[config.mk]
export PLATFORM = sky130hd
export DESIGN_NAME = mem_arbiter_ctrl
export DESIGN_NICKNAME = d
export VERILOG_FILES = /design/src/rtl/mem_arbiter_ctrl.sv
export SDC_FILE = /design/constraint.sdc
export NUM_CORES = 1
export LEC_CHECK = 0
export ABC_AREA = 1
export BUFFER_PORTS_ARGS = -buffer_cell sky130_fd_sc_hd__buf_4
export CAP_MARGIN = 30
export CORE_ASPECT_RATIO = 0.75
export CORE_UTILIZATION = 60
export DETAILED_ROUTE_END_ITERATION = 8
export GPL_ROUTABILITY_DRIVEN = 0
export PLACE_DENSITY = 0.89
export SLEW_MARGIN = 5
export SYNTH_ARGS = -nofsm -noshare
export SYNTH_HDL_FRONTEND = slang
export SYNTH_SLANG_ARGS = --single-unit
[constraint.sdc]
create_clock -name clk_in -period 6.9 [get_ports clk_in]
set_clock_uncertainty 0.1 [all_clocks]
set_input_delay 0.345 -clock clk_in [delete_from_list [all_inputs] [get_ports clk_in]]
set_output_delay 0.345 -clock clk_in [all_outputs]
set_load 0.03 [all_outputs]
[src/rtl/mem_arbiter_ctrl.sv]
// mem_arbiter_ctrl: shares one byte-wide RAM port between instruction fetch
// and the MEM stage. Multi-byte accesses are split into byte beats, and
// data is assembled or scattered little-endian. The granted requester gets
// a one-cycle done pulse.
module mem_arbiter_ctrl #(
  parameter int unsigned ADDR_W = 32
) (
  input  logic              clk_in,
  input  logic              rst_in,
  input  logic              if_req_in,
  input  logic [ADDR_W-1:0] if_addr_in,
  input  logic              if_flush_in,
  output logic              if_done_out,
  output logic [31:0]       if_inst_out,
  input  logic              mem_req_in,
  input  logic              mem_we_in,
  input  logic [ADDR_W-1:0] mem_addr_in,
  input  logic [1:0]        mem_len_in,
  input  logic [31:0]       mem_wdata_in,
  output logic              mem_done_out,
  output logic [31:0]       mem_rdata_out,
  output logic              ram_rw_out,
  output logic [ADDR_W-1:0] ram_addr_out,
  output logic [7:0]        ram_dout,
  input  logic [7:0]        ram_din,
  output logic              busy_out
);

  typedef enum logic [1:0] {IDLE, IF_RD, MEM_RD, MEM_WR} state_t;

  state_t            state;
  logic [2:0]        cnt;
  logic [2:0]        len_q;
  logic [ADDR_W-1:0] addr_q;
  logic [31:0]       wdata_q;
  logic [31:0]       asm_q;

  logic [2:0]        len_dec;
  logic [1:0]        byte_idx;
  logic [31:0]       asm_merged;
  logic [7:0]        wbyte;

  // Decode the MEM length code into a byte count; code 10 behaves like 4 bytes.
  always_comb begin
    len_dec = 3'd4;
    case (mem_len_in)
      2'b00:   len_dec = 3'd1;
      2'b01:   len_dec = 3'd2;
      default: len_dec = 3'd4;
    endcase
  end

  // Merge the byte arriving on ram_din into the assembly word.
  // cnt counts edges since acceptance, and byte cnt-2 is on ram_din now.
  always_comb begin
    byte_idx   = 2'(cnt - 3'd2);
    asm_merged = asm_q;
    asm_merged[{byte_idx, 3'b000} +: 8] = ram_din;
  end

  // Select the store byte for the beat issued at the current edge.
  always_comb begin
    wbyte = wdata_q[{cnt[1:0], 3'b000} +: 8];
  end

  // Arbitration, beat sequencing and all registered outputs.
  always_ff @(posedge clk_in) begin
    if (!rst_in) begin
      state         <= IDLE;
      cnt           <= '0;
      len_q         <= '0;
      addr_q        <= '0;
      wdata_q       <= '0;
      asm_q         <= '0;
      if_done_out   <= 1'b0;
      if_inst_out   <= '0;
      mem_done_out  <= 1'b0;
      mem_rdata_out <= '0;
      ram_rw_out    <= 1'b0;
      ram_addr_out  <= '0;
      ram_dout      <= '0;
      busy_out      <= 1'b0;
    end else begin
      if_done_out  <= 1'b0;
      mem_done_out <= 1'b0;
      case (state)
        IDLE: begin
          if (mem_req_in) begin
            addr_q       <= mem_addr_in;
            len_q        <= len_dec;
            wdata_q      <= mem_wdata_in;
            asm_q        <= '0;
            cnt          <= 3'd1;
            ram_addr_out <= mem_addr_in;
            busy_out     <= 1'b1;
            if (mem_we_in) begin
              state      <= MEM_WR;
              ram_rw_out <= 1'b1;
              ram_dout   <= mem_wdata_in[7:0];
            end else begin
              state      <= MEM_RD;
              ram_rw_out <= 1'b0;
            end
          end else if (if_req_in && !if_flush_in) begin
            state        <= IF_RD;
            addr_q       <= if_addr_in;
            len_q        <= 3'd4;
            asm_q        <= '0;
            cnt          <= 3'd1;
            ram_addr_out <= if_addr_in;
            ram_rw_out   <= 1'b0;
            busy_out     <= 1'b1;
          end else begin
            ram_addr_out <= '0;
            ram_rw_out   <= 1'b0;
            busy_out     <= 1'b0;
          end
        end

        IF_RD, MEM_RD: begin
          if (state == IF_RD && if_flush_in) begin
            state        <= IDLE;
            cnt          <= '0;
            ram_addr_out <= '0;
            busy_out     <= 1'b0;
          end else if (cnt == len_q + 3'd1) begin
            // The last byte is on ram_din at this edge, so it is merged straight into the output.
            state        <= IDLE;
            cnt          <= '0;
            ram_addr_out <= '0;
            busy_out     <= 1'b0;
            if (state == IF_RD) begin
              if_done_out <= 1'b1;
              if_inst_out <= asm_merged;
            end else begin
              mem_done_out  <= 1'b1;
              mem_rdata_out <= asm_merged;
            end
          end else begin
            cnt <= cnt + 3'd1;
            if (cnt >= 3'd2) asm_q <= asm_merged;
            if (cnt < len_q) ram_addr_out <= addr_q + ADDR_W'(cnt);
          end
        end

        MEM_WR: begin
          if (cnt == len_q) begin
            state        <= IDLE;
            cnt          <= '0;
            mem_done_out <= 1'b1;
            ram_rw_out   <= 1'b0;
            ram_addr_out <= '0;
            ram_dout     <= '0;
            busy_out     <= 1'b0;
          end else begin
            cnt          <= cnt + 3'd1;
            ram_rw_out   <= 1'b1;
            ram_addr_out <= addr_q + ADDR_W'(cnt);
            ram_dout     <= wbyte;
          end
        end

        default: begin
          state    <= IDLE;
          busy_out <= 1'b0;
        end
      endcase
    end
  end

endmodule

==> results.rst <==
.. list-table::
   :header-rows: 1

   * - Metric
     - Value
   * - Cell Rows
     - 41
   * - Startpoint-to-endpoint class of the critical path
     - flop to flop
   * - Initial core utilization
     - 0.625
   * - Die X
     - 156 µm
   * - Detail-routed net length per standard cell
     - 16.0 µm
   * - Status
     - finished, final reports clean
   * - Reg2reg setup slack
     - 3.12 ns
   * - Fmax achieved
     - 0.264 GHz
   * - Number of global-route vias before repair
     - 10600
   * - CTS H-tree lvls
     - 1
   * - Clock buffers created by TritonCTS
     - 22
   * - Syn nets
     - 1775
   * - Y dimension of the die
     - 118 µm
   * - Launch point of the worst path
     - cnt[0]$_SDFFE_PN0N_
   * - Source of the worst hold timing path
     - mem_wdata_in[24]
   * - Max-cap check violation count
     - 0
   * - Placeable core area
     - 17200 µm²
   * - Quantity of I/O buffers inserted on ports
     - 219
   * - Final instance count without filler cells
     - 2062
   * - Worst-path clk slew
     - 0.06 ns
   * - Yosys warns
     - 0
   * - Area leader, netlist
     - dfxtp_1
   * - Highest ir drop seen on vdd
     - 0.000261 V
   * - Transition time at the pin with the least slew margin
     - 0.930 ns
   * - Commonest non-fill, non-tap cell in the layout
     - nand2_1
   * - Detailed Routing Iterations Pass 1
     - 6
   * - Flop and latch count out of synthesis
     - 212
   * - Count of distinct cell types in the synthesized netlist
     - 34
   * - Tightest slew margin relative to the limit
     - 0.379
   * - Ranking of synthesized cells by area
     - dfxtp_1, nand2_1, o21ai_0, a21oi_1, inv_1
   * - Total die area
     - 18400 µm²
   * - Post-detailed-route count of antenna-violating nets
     - 0
   * - Highest-delay cell along the critical path
     - nor2_4
   * - Proportion of synthesized chip area in sequential cells
     - 0.395
   * - All-layer global routing usage
     - 0.349
   * - Number of cells produced by synthesis
     - 1645
   * - Number of buffers on the longest clock path
     - 3
   * - Final setup violation count
     - 0
   * - Clock tree from TritonCTS
     - done
   * - Worst-path maximum fanout
     - 34
   * - Setup repair after global routing missed its margin
     - no
   * - Number of antenna violations at the first check in global routing
     - 1
   * - Crit path arrival time
     - 4.07 ns
   * - Buffer cell driving the clock tree root
     - clkbuf_16
   * - Most used cell along the critical path
     - nand2_1
   * - Cell count of the worst hold path
     - 3
   * - Detailed placer's ending HPWL
     - 22500 µm
   * - DRC violation count after routing
     - 0
   * - Global-route wire length before repair
     - 52500 µm
   * - Crit share post-route
     - 0.548
   * - Final #Nets
     - 1939
   * - Crit-path cells
     - inv_1, ha_1, inv_1, nand2_1, nor2_2, nand3_2, nor2_4, nand2_1, buf_16, nand2_1, a21oi_1
   * - Final global-route overflow total
     - 0
   * - Clock Sinks
     - 212
   * - Boundary pin count
     - 220
   * - Largest net degree at the start of global routing
     - 91
   * - Category of the worst setup path launch point
     - flop
   * - P per Cell Area
     - 419 nW/µm²
   * - Leakage power
     - 6.18 nW
   * - Wire length reported by the detailed router
     - 32900 µm
   * - Post-synthesis instance area
     - 10700 µm²
   * - Number of buffers inserted to repair setup after CTS
     - 0
   * - Clock Latency Late Sink
     - 0.50 ns
   * - Worst Reg2Reg Path Length in Cells
     - 11
   * - Final hold vios
     - 0
   * - CP required
     - 7.18 ns
   * - Time the final worst path needs with I/O delays and setup
     - 3.78 ns
   * - Area growth syn-to-layout
     - 23.6%
   * - Final setup TNS
     - 0 ns
   * - Capture point of the worst path
     - mem_rdata_out[15]$_SDFFE_PN0P_
   * - Proportion of netlist area held by the largest area contributor
     - 0.395
   * - Starting DRC count in detailed routing
     - 1449
   * - Leading cell types in the layout, fill and taps excluded
     - nand2_1, buf_4, dfxtp_1, inv_1, nor2_1
   * - Pins Over Slew Limit
     - 0
   * - Class of the tightest hold or removal check
     - input port to flop
   * - Reg-to-reg critical path endpoint
     - mem_rdata_out[15]$_SDFFE_PN0P_
   * - Fraction of final layout cells sized beyond drive strength 1
     - 0.156
   * - Avg Inst Size Synth
     - 6.53 µm²
   * - Avg Vias per Cell
     - 5.72
   * - Startpoint of the worst register-to-register path
     - cnt[0]$_SDFFE_PN0N_
   * - Vias after detailed routing
     - 11800
   * - Longest individual stage delay on the worst path
     - 0.66 ns
   * - Placed cell count
     - 2015
   * - CP endpoint kind
     - flop
-- worst max-delay path: cells and delay by family, from the launching register on --
| kind | cells | cell delay, ns |
|---|---|---|
| compound gates | 1 | 0.07 |
| flops | 1 | 0.65 |
| fa+ha+maj | 1 | 0.40 |
| buf+inv | 3 | 0.79 |
| simple gates | 6 | 1.65 |
-- cell usage after synthesis, drive strengths merged --
cell type / instances
a211oi: 1
clkinv: 1
nand4: 22
nand3: 108
ha: 17
nor2: 163
clkbuf: 72
dfxtp: 212
or2: 1
nand2: 435
fa: 1
xor2: 15
a22oi: 6
buf: 28
o22ai: 24
xnor2: 3
nor3: 3
o21ai: 178
a21boi: 1
inv: 177
o211ai: 1
a31oi: 19
nand3b: 1
a21oi: 156
-- how the worst min path moves through the flow --
stage	end
6_report	wdata_q[24]$_SDFFE_PN0P_
5_1_grt	wdata_q[24]$_SDFFE_PN0P_
4_1_cts	wdata_q[24]$_SDFFE_PN0P_
3_5_place_dp	if_inst_out[16]$_SDFFE_PN0P_
3_3_place_gp	if_inst_out[28]$_SDFFE_PN0P_
2_1_floorplan	wdata_q[27]$_SDFFE_PN0P_
-- final cells by class --
class / count / area, µm²
clock buffer: 25 / 593
clock inverter: 15 / 164
tap: 236 / 295
antenna: 1 / 2.50
sequential: 212 / 4240
multi-input combinational: 1155 / 5390
inverter: 178 / 668
fill: 1271 / 3910
timing repair buffer: 240 / 1910
-- kinds of logic after synthesis --
| kind of cell | share of synthesized area |
|---|---|
| buffers and inverters | 0.104 |
| xor gates and xnor gates | 0.0147 |
| and+or+nand+nor | 0.277 |
| adders and majority gates | 0.0217 |
| DFF | 0.395 |
| AOI/OAI and AO/OA | 0.188 |
-- flip-flops by register name (all words and copies together) (netlist names) --
| signal | count |
|---|---|
| mem_rdata_out | 32 |
| if_done_out | 1 |
| ram_dout | 8 |
| wdata_q | 32 |
| asm_q | 32 |
| ram_rw_out | 1 |
| busy_out | 1 |
| state | 2 |
| cnt | 3 |
| ram_addr_out | 32 |
| if_inst_out | 32 |
| len_q | 3 |
| addr_q | 32 |
| mem_done_out | 1 |
-- routing by layer --
metal,vias up,GRT usage,part of all wire
met5,-,0,0
met4,0,0.105,0.028
met3,83,0.0718,0.11
met2,675,0.521,0.42
met1,5395,0.503,0.44
li1,5645,-,-
-- what timing repair did --
item                      in CTS  in global routing
gates resized for setup        0                  0
hold endpoints to repair       5                  0
hold buffers                   5                  0
-- through the flow --
step                power, mW  hold slack, ns  utilization  setup slack (ns)  instance area [µm²]
floorplan                3.48           0.324            -              4.50                10700
global placement         4.09           0.333        0.716              2.19                12300
detailed placement       4.22           0.339        0.724              3.26                12400
CTS                      5.48        0.000901        0.771              3.22                13200
global route             5.90          0.0123        0.772              2.87                13300
finish                   5.56         0.00816        0.772              3.12                13300
-- power by group --
part	internal [mW]	switching, mW
logic	0.824	1.76
clock network	0.736	0.516
registers	1.53	0.201
total	3.09	2.47
(Power assumes the default switching activity.)
